`src/rtl/gamectrl_frame_mailbox.sv`:
```
// Frame-synchronous mailbox for the Nios II gamecontrol export word: posted words commit on the VGA_VS falling edge.
// Optional frame watchdog enabled by defining GAMECTRL_WDOG_EN.
module gamectrl_frame_mailbox #(
  parameter int DATA_W      = 64,
  parameter int FCNT_W      = 16,
  parameter int OVR_W       = 8,
  parameter int WDOG_FRAMES = 8
) (
  input  logic              Clk,
  input  logic              Reset,
  input  logic [DATA_W-1:0] export_word,
  input  logic              req_toggle,
  input  logic              VGA_VS,
  output logic [DATA_W-1:0] frame_data,
  output logic              ack_toggle,
  output logic              pending,
  output logic [FCNT_W-1:0] frame_count,
  output logic [OVR_W-1:0]  overrun_count,
  output logic              stale
);

  // state      | meaning
  // ST_IDLE    | shadow empty, frame_data is current
  // ST_PENDING | shadow holds a word waiting for the next frame edge
  typedef enum logic {ST_IDLE, ST_PENDING} state_t;

  state_t            r_state;
  state_t            w_state_nx;
  logic              r_vs_d;
  logic              r_req_seen;
  logic              r_ack;
  logic [DATA_W-1:0] r_shadow;
  logic [DATA_W-1:0] r_frame;
  logic [FCNT_W-1:0] r_fcnt;
  logic [OVR_W-1:0]  r_ovr;

  logic              w_new_req;
  logic              w_edge;
  logic              w_commit;
  logic              w_ovr_inc;
  logic              w_req_seen_nx;
  logic              w_ack_nx;
  logic [DATA_W-1:0] w_shadow_nx;
  logic [DATA_W-1:0] w_frame_nx;
  logic              w_stale;

  assign w_new_req = (req_toggle != r_req_seen);
  assign w_edge    = r_vs_d & ~VGA_VS;

  always_ff @(posedge Clk) begin
    if (Reset) r_state <= ST_IDLE;
    else       r_state <= w_state_nx;
  end

  always_comb begin
    w_state_nx    = r_state;
    w_commit      = 1'b0;
    w_ovr_inc     = 1'b0;
    w_req_seen_nx = r_req_seen;
    w_ack_nx      = r_ack;
    w_shadow_nx   = r_shadow;
    w_frame_nx    = r_frame;
    case (r_state)
      ST_IDLE: begin
        if (w_new_req && w_edge) begin
          w_frame_nx    = export_word;
          w_req_seen_nx = req_toggle;
          w_ack_nx      = req_toggle;
          w_commit      = 1'b1;
        end else if (w_new_req) begin
          w_shadow_nx   = export_word;
          w_req_seen_nx = req_toggle;
          w_state_nx    = ST_PENDING;
        end
      end
      ST_PENDING: begin
        // newest word always wins; the displaced shadow word counts as an overrun
        if (w_new_req && w_edge) begin
          w_frame_nx    = export_word;
          w_req_seen_nx = req_toggle;
          w_ack_nx      = req_toggle;
          w_ovr_inc     = 1'b1;
          w_commit      = 1'b1;
          w_state_nx    = ST_IDLE;
        end else if (w_edge) begin
          w_frame_nx    = r_shadow;
          w_ack_nx      = r_req_seen;
          w_commit      = 1'b1;
          w_state_nx    = ST_IDLE;
        end else if (w_new_req) begin
          w_shadow_nx   = export_word;
          w_req_seen_nx = req_toggle;
          w_ovr_inc     = 1'b1;
        end
      end
      default: w_state_nx = ST_IDLE;
    endcase
  end

  // A toggle level held through reset is absorbed, not treated as a request.
  always_ff @(posedge Clk) begin
    if (Reset) begin
      r_vs_d     <= 1'b1;
      r_req_seen <= req_toggle;
      r_ack      <= req_toggle;
      r_shadow   <= '0;
      r_frame    <= '0;
      r_fcnt     <= '0;
      r_ovr      <= '0;
    end else begin
      r_vs_d     <= VGA_VS;
      r_req_seen <= w_req_seen_nx;
      r_ack      <= w_ack_nx;
      r_shadow   <= w_shadow_nx;
      r_frame    <= w_frame_nx;
      if (w_edge)
        r_fcnt <= r_fcnt + FCNT_W'(1);
      if (w_ovr_inc && (r_ovr != {OVR_W{1'b1}}))
        r_ovr <= r_ovr + OVR_W'(1);
    end
  end

`ifdef GAMECTRL_WDOG_EN
  localparam int WW = $clog2(WDOG_FRAMES + 1);
  localparam logic [WW-1:0] WMAX = WW'(WDOG_FRAMES);

  logic [WW-1:0] r_wdog;

  always_ff @(posedge Clk) begin
    if (Reset)
      r_wdog <= '0;
    else if (w_commit)
      r_wdog <= '0;
    else if (w_edge && (r_wdog != WMAX))
      r_wdog <= r_wdog + WW'(1);
  end

  assign w_stale = (r_wdog == WMAX);
  // Stale frames disable spell/boss/character; the stored word is left intact.
  assign frame_data = w_stale ? {3'b000, r_frame[DATA_W-4:0]} : r_frame;
`else
  assign w_stale    = 1'b0;
  assign frame_data = r_frame;
`endif

  assign ack_toggle    = r_ack;
  assign pending       = (r_state == ST_PENDING);
  assign frame_count   = r_fcnt;
  assign overrun_count = r_ovr;
  assign stale         = w_stale;

endmodule

```
`config.mk`:
```
export PLATFORM = sky130hd
export DESIGN_NAME = gamectrl_frame_mailbox
export DESIGN_NICKNAME = d
export VERILOG_FILES = /design/src/rtl/gamectrl_frame_mailbox.sv
export SDC_FILE = /design/constraint.sdc
export NUM_CORES = 1
export LEC_CHECK = 0
export CAP_MARGIN = 20
export CORE_MARGIN = 5
export CORE_UTILIZATION = 35
export DETAILED_ROUTE_END_ITERATION = 10
export SLEW_MARGIN = 20
export SYNTH_ARGS = -nofsm -noshare
export SYNTH_HDL_FRONTEND = slang
export SYNTH_SLANG_ARGS = --single-unit
```
`constraint.sdc`:
```
create_clock -name Clk -period 3.1 [get_ports Clk]
set_input_delay 0.62 -clock Clk [delete_from_list [all_inputs] [get_ports Clk]]
set_output_delay 0.62 -clock Clk [all_outputs]
set_load 0.03 [all_outputs]
```
==> flow_summary.ini <==
[clock_network]
cts_sinks = 156
clk_latency_ps = 420
holdBufCountCts = 0
clkTransAtPathRegs_ps = 50
numCtsBuffers = 17
clockBufferDepth = 2
cts-root-buf = clkbuf_16
cts_tree = built
cts_setup_buffers = 0
cts.repair.resized = 0
htreeDepth = 4

[drt]
vias = 5070
avgViaCountPerCell = 5.04
ant_nets = 0
drc = 0
drtPass1Iterations = 4
wirelength_um = 15800
wl_met3_um = 1050
wl_met1_um = 6840
routed-wl-met2_um = 7650
drt_iter0_markers = 214
highest_layer = met4
drt-wirelength-per-cell_um = 15.7

[sta]
fin_crit_sh_pct = 72.7
whs_ps = 450
fmax_mhz = 444
min_period_ps = 2250
slew_viol_final = 0
maxSlewHeadroom_pct = 52.5
rsz0062_at_grt = false
skew_ps = 6.82
setup_viol = 0
worst_slew_pin_slew_ps = 713
hold_viol = 0
fin_tns_setup_ps = 0

[finish]
drive_gt1_share_pct = 6.23
syn2layout_area_growth_pct = 39.0
layout_common_cells = clkdlybuf4s50_1 (156), dfxtp_1 (154), nand2_1 (138)
layoutNonFillerInstCount = 1006
final_common_cell = clkdlybuf4s50_1
finalNetCount = 845
n_fill_cell = 1538
diodes = 0

[global_route]
grt_antenna_before_repair = 0
track_usage_pct = 16.0
grt_max_degree = 65
grt_pass1_vias = 5183
grt_pass1_wl_um = 25600
gr-total-overflow = 0

[critical_path]
cp-start-kind = register
cp_max_fo = 8
cp.required_ps = 2480
path_class = reg2out
path_cells = clkdlybuf4s50_1
worst_setup_path_end_kind = primary output
critical_path.top_delay_family = buffers and inverters
worst_path_largest_cell_delay_ps = 730
crit_buf_inv = 1
cp_slowest_cell = clkdlybuf4s50_1
crit_arrival_ps = 1630

[logic_synthesis]
synth_area_per_cell_um2 = 9.31
postSynthCellCount = 638
synth-seq-cells = 156
yosys.cell_types.count = 38
synthesis.nets = 708
synth_area_um2 = 5940
seq_area_frac_synth_pct = 52.9
yosys_warnings = 0

[floorplan]
core_um2 = 16600
dieWidth_um = 140
fp-row-count = 47
start_util_pct = 35.7
dieArea_um2 = 19700
dieHeight_um = 140
pin_count = 159

[power_and_ir_drop]
power.density_nw_per_um2 = 596
ir_drop_mv = 0.355
p_leak_nw = 3.55
power_mw = 4.92

[worst_hold_path]
min_path_type = reg2reg

[place]
place_inst = 976
hpwl_um = 10300
portBuffers = 157
globalplace.congestion = 0.806

[flow_run]
drv_cap = 0

[status]
status = finished, final reports clean
-- worst reg2reg max path, cell delays in order (launching register included) --
cell,delay (ps)
edfxtp_1,430
xor2_2,430
nor3b_2,320
buf_12,320
a22o_1,240
a21o_1,90
-- cells by family after synthesis --
logic type	Yosys count	synth area share (%)
AO/OA/AOI/OAI	210	24.8
flip-flops	156	52.9
other	1	0.0632
multiplexers	6	1.07
buffers and inverters	49	3.98
XOR/XNOR	12	1.90
adder cells (fa/ha/maj)	2	0.421
AND/OR/NAND/NOR	202	14.9
-- cells in the mapped netlist --
library cell  number  area [um2]
dfxtp_1          154        3080
nand2_1          139         522
a21oi_1           72         360
a21o_1            64         480
a22o_1            64         561
buf_2             21         105
clkbuf_1          18        67.6
nor2_1            18        67.6
xor2_1            10        87.6
nand3_1            8        40.0
buf_4              7        52.6
nand4_1            7        43.8
and2_1             5        31.3
o31ai_1            4        30.0
and3_1             3        18.8
and4_1             3        26.3
mux2_2             3        33.8
mux2i_1            3        30.0
nor2b_1            3        18.8
o21ai_0            3        15.0
or2_2              3        18.8
or3_1              3        18.8
or4_1              3        22.5
edfxtp_1           2        60.1
ha_1               2        25.0
inv_1              2        7.51
nand2b_1           2        12.5
o41ai_1            2        17.5
and4b_1            1        10.0
buf_1              1        3.75
conb_1             1        3.75
nand3_2            1        10.0
nor3_1             1        5.00
nor3b_1            1        7.51
nor4b_1            1        8.76
o211ai_1           1        7.51
xnor2_1            1        8.76
xor2_2             1        16.3
-- path summary, 6_finish.rpt --
path,startpoint,endpoint,slack [ps],cells past startpoint
worst max register to register,r_req_seen,frame_data[17],1220,5
worst min-delay path,frame_data[3],frame_data[3],450,1
worst min register to register,frame_data[3],frame_data[3],450,1
worst max-delay path,pending,pending,850,1
-- through the flow --
step,utilization (%),worst slack (ps),area [um2]
final,49.6,846,8260
after global routing,49.6,780,8260
after CTS,49.6,822,8260
after detailed placement,46.1,495,7680
after global placement,46.1,569,7680
after floorplan,-,1180,5940
-- power breakdown --
group | internal, mW | switching (mW)
Sequential | 2.14 | 0.0707
Clock | 1.26 | 0.782
Combinational | 0.295 | 0.378
-- layout make-up --
class | instances | area [um2] | share of cell area (%)
Tap cell | 220 | 275 | 3.33
Inverter | 2 | 7.51 | 0.0909
Clock inverter | 6 | 86.3 | 1.05
Sequential cell | 156 | 3140 | 38.1
Multi-Input combinational cell | 433 | 2580 | 31.3
Timing Repair Buffer | 165 | 1670 | 20.2
Clock buffer | 24 | 492 | 5.96
-- state kept, by name, summed over array words and instances, names as in the netlist --
register and flops:
frame_data 64, r_shadow 64, frame_count 16, overrun_count 8, ack_toggle 1, pending 1
r_req_seen 1, r_vs_d 1
-- routing by layer --
layer | up-vias | GRT usage [%]
met4 | 0 | 5.66
met2 | 143 | 27.2
met3 | 18 | 5.21
met1 | 2399 | 18.9
li1 | 2510 | -
met5 | - | 0
(Power assumes the default switching activity.)
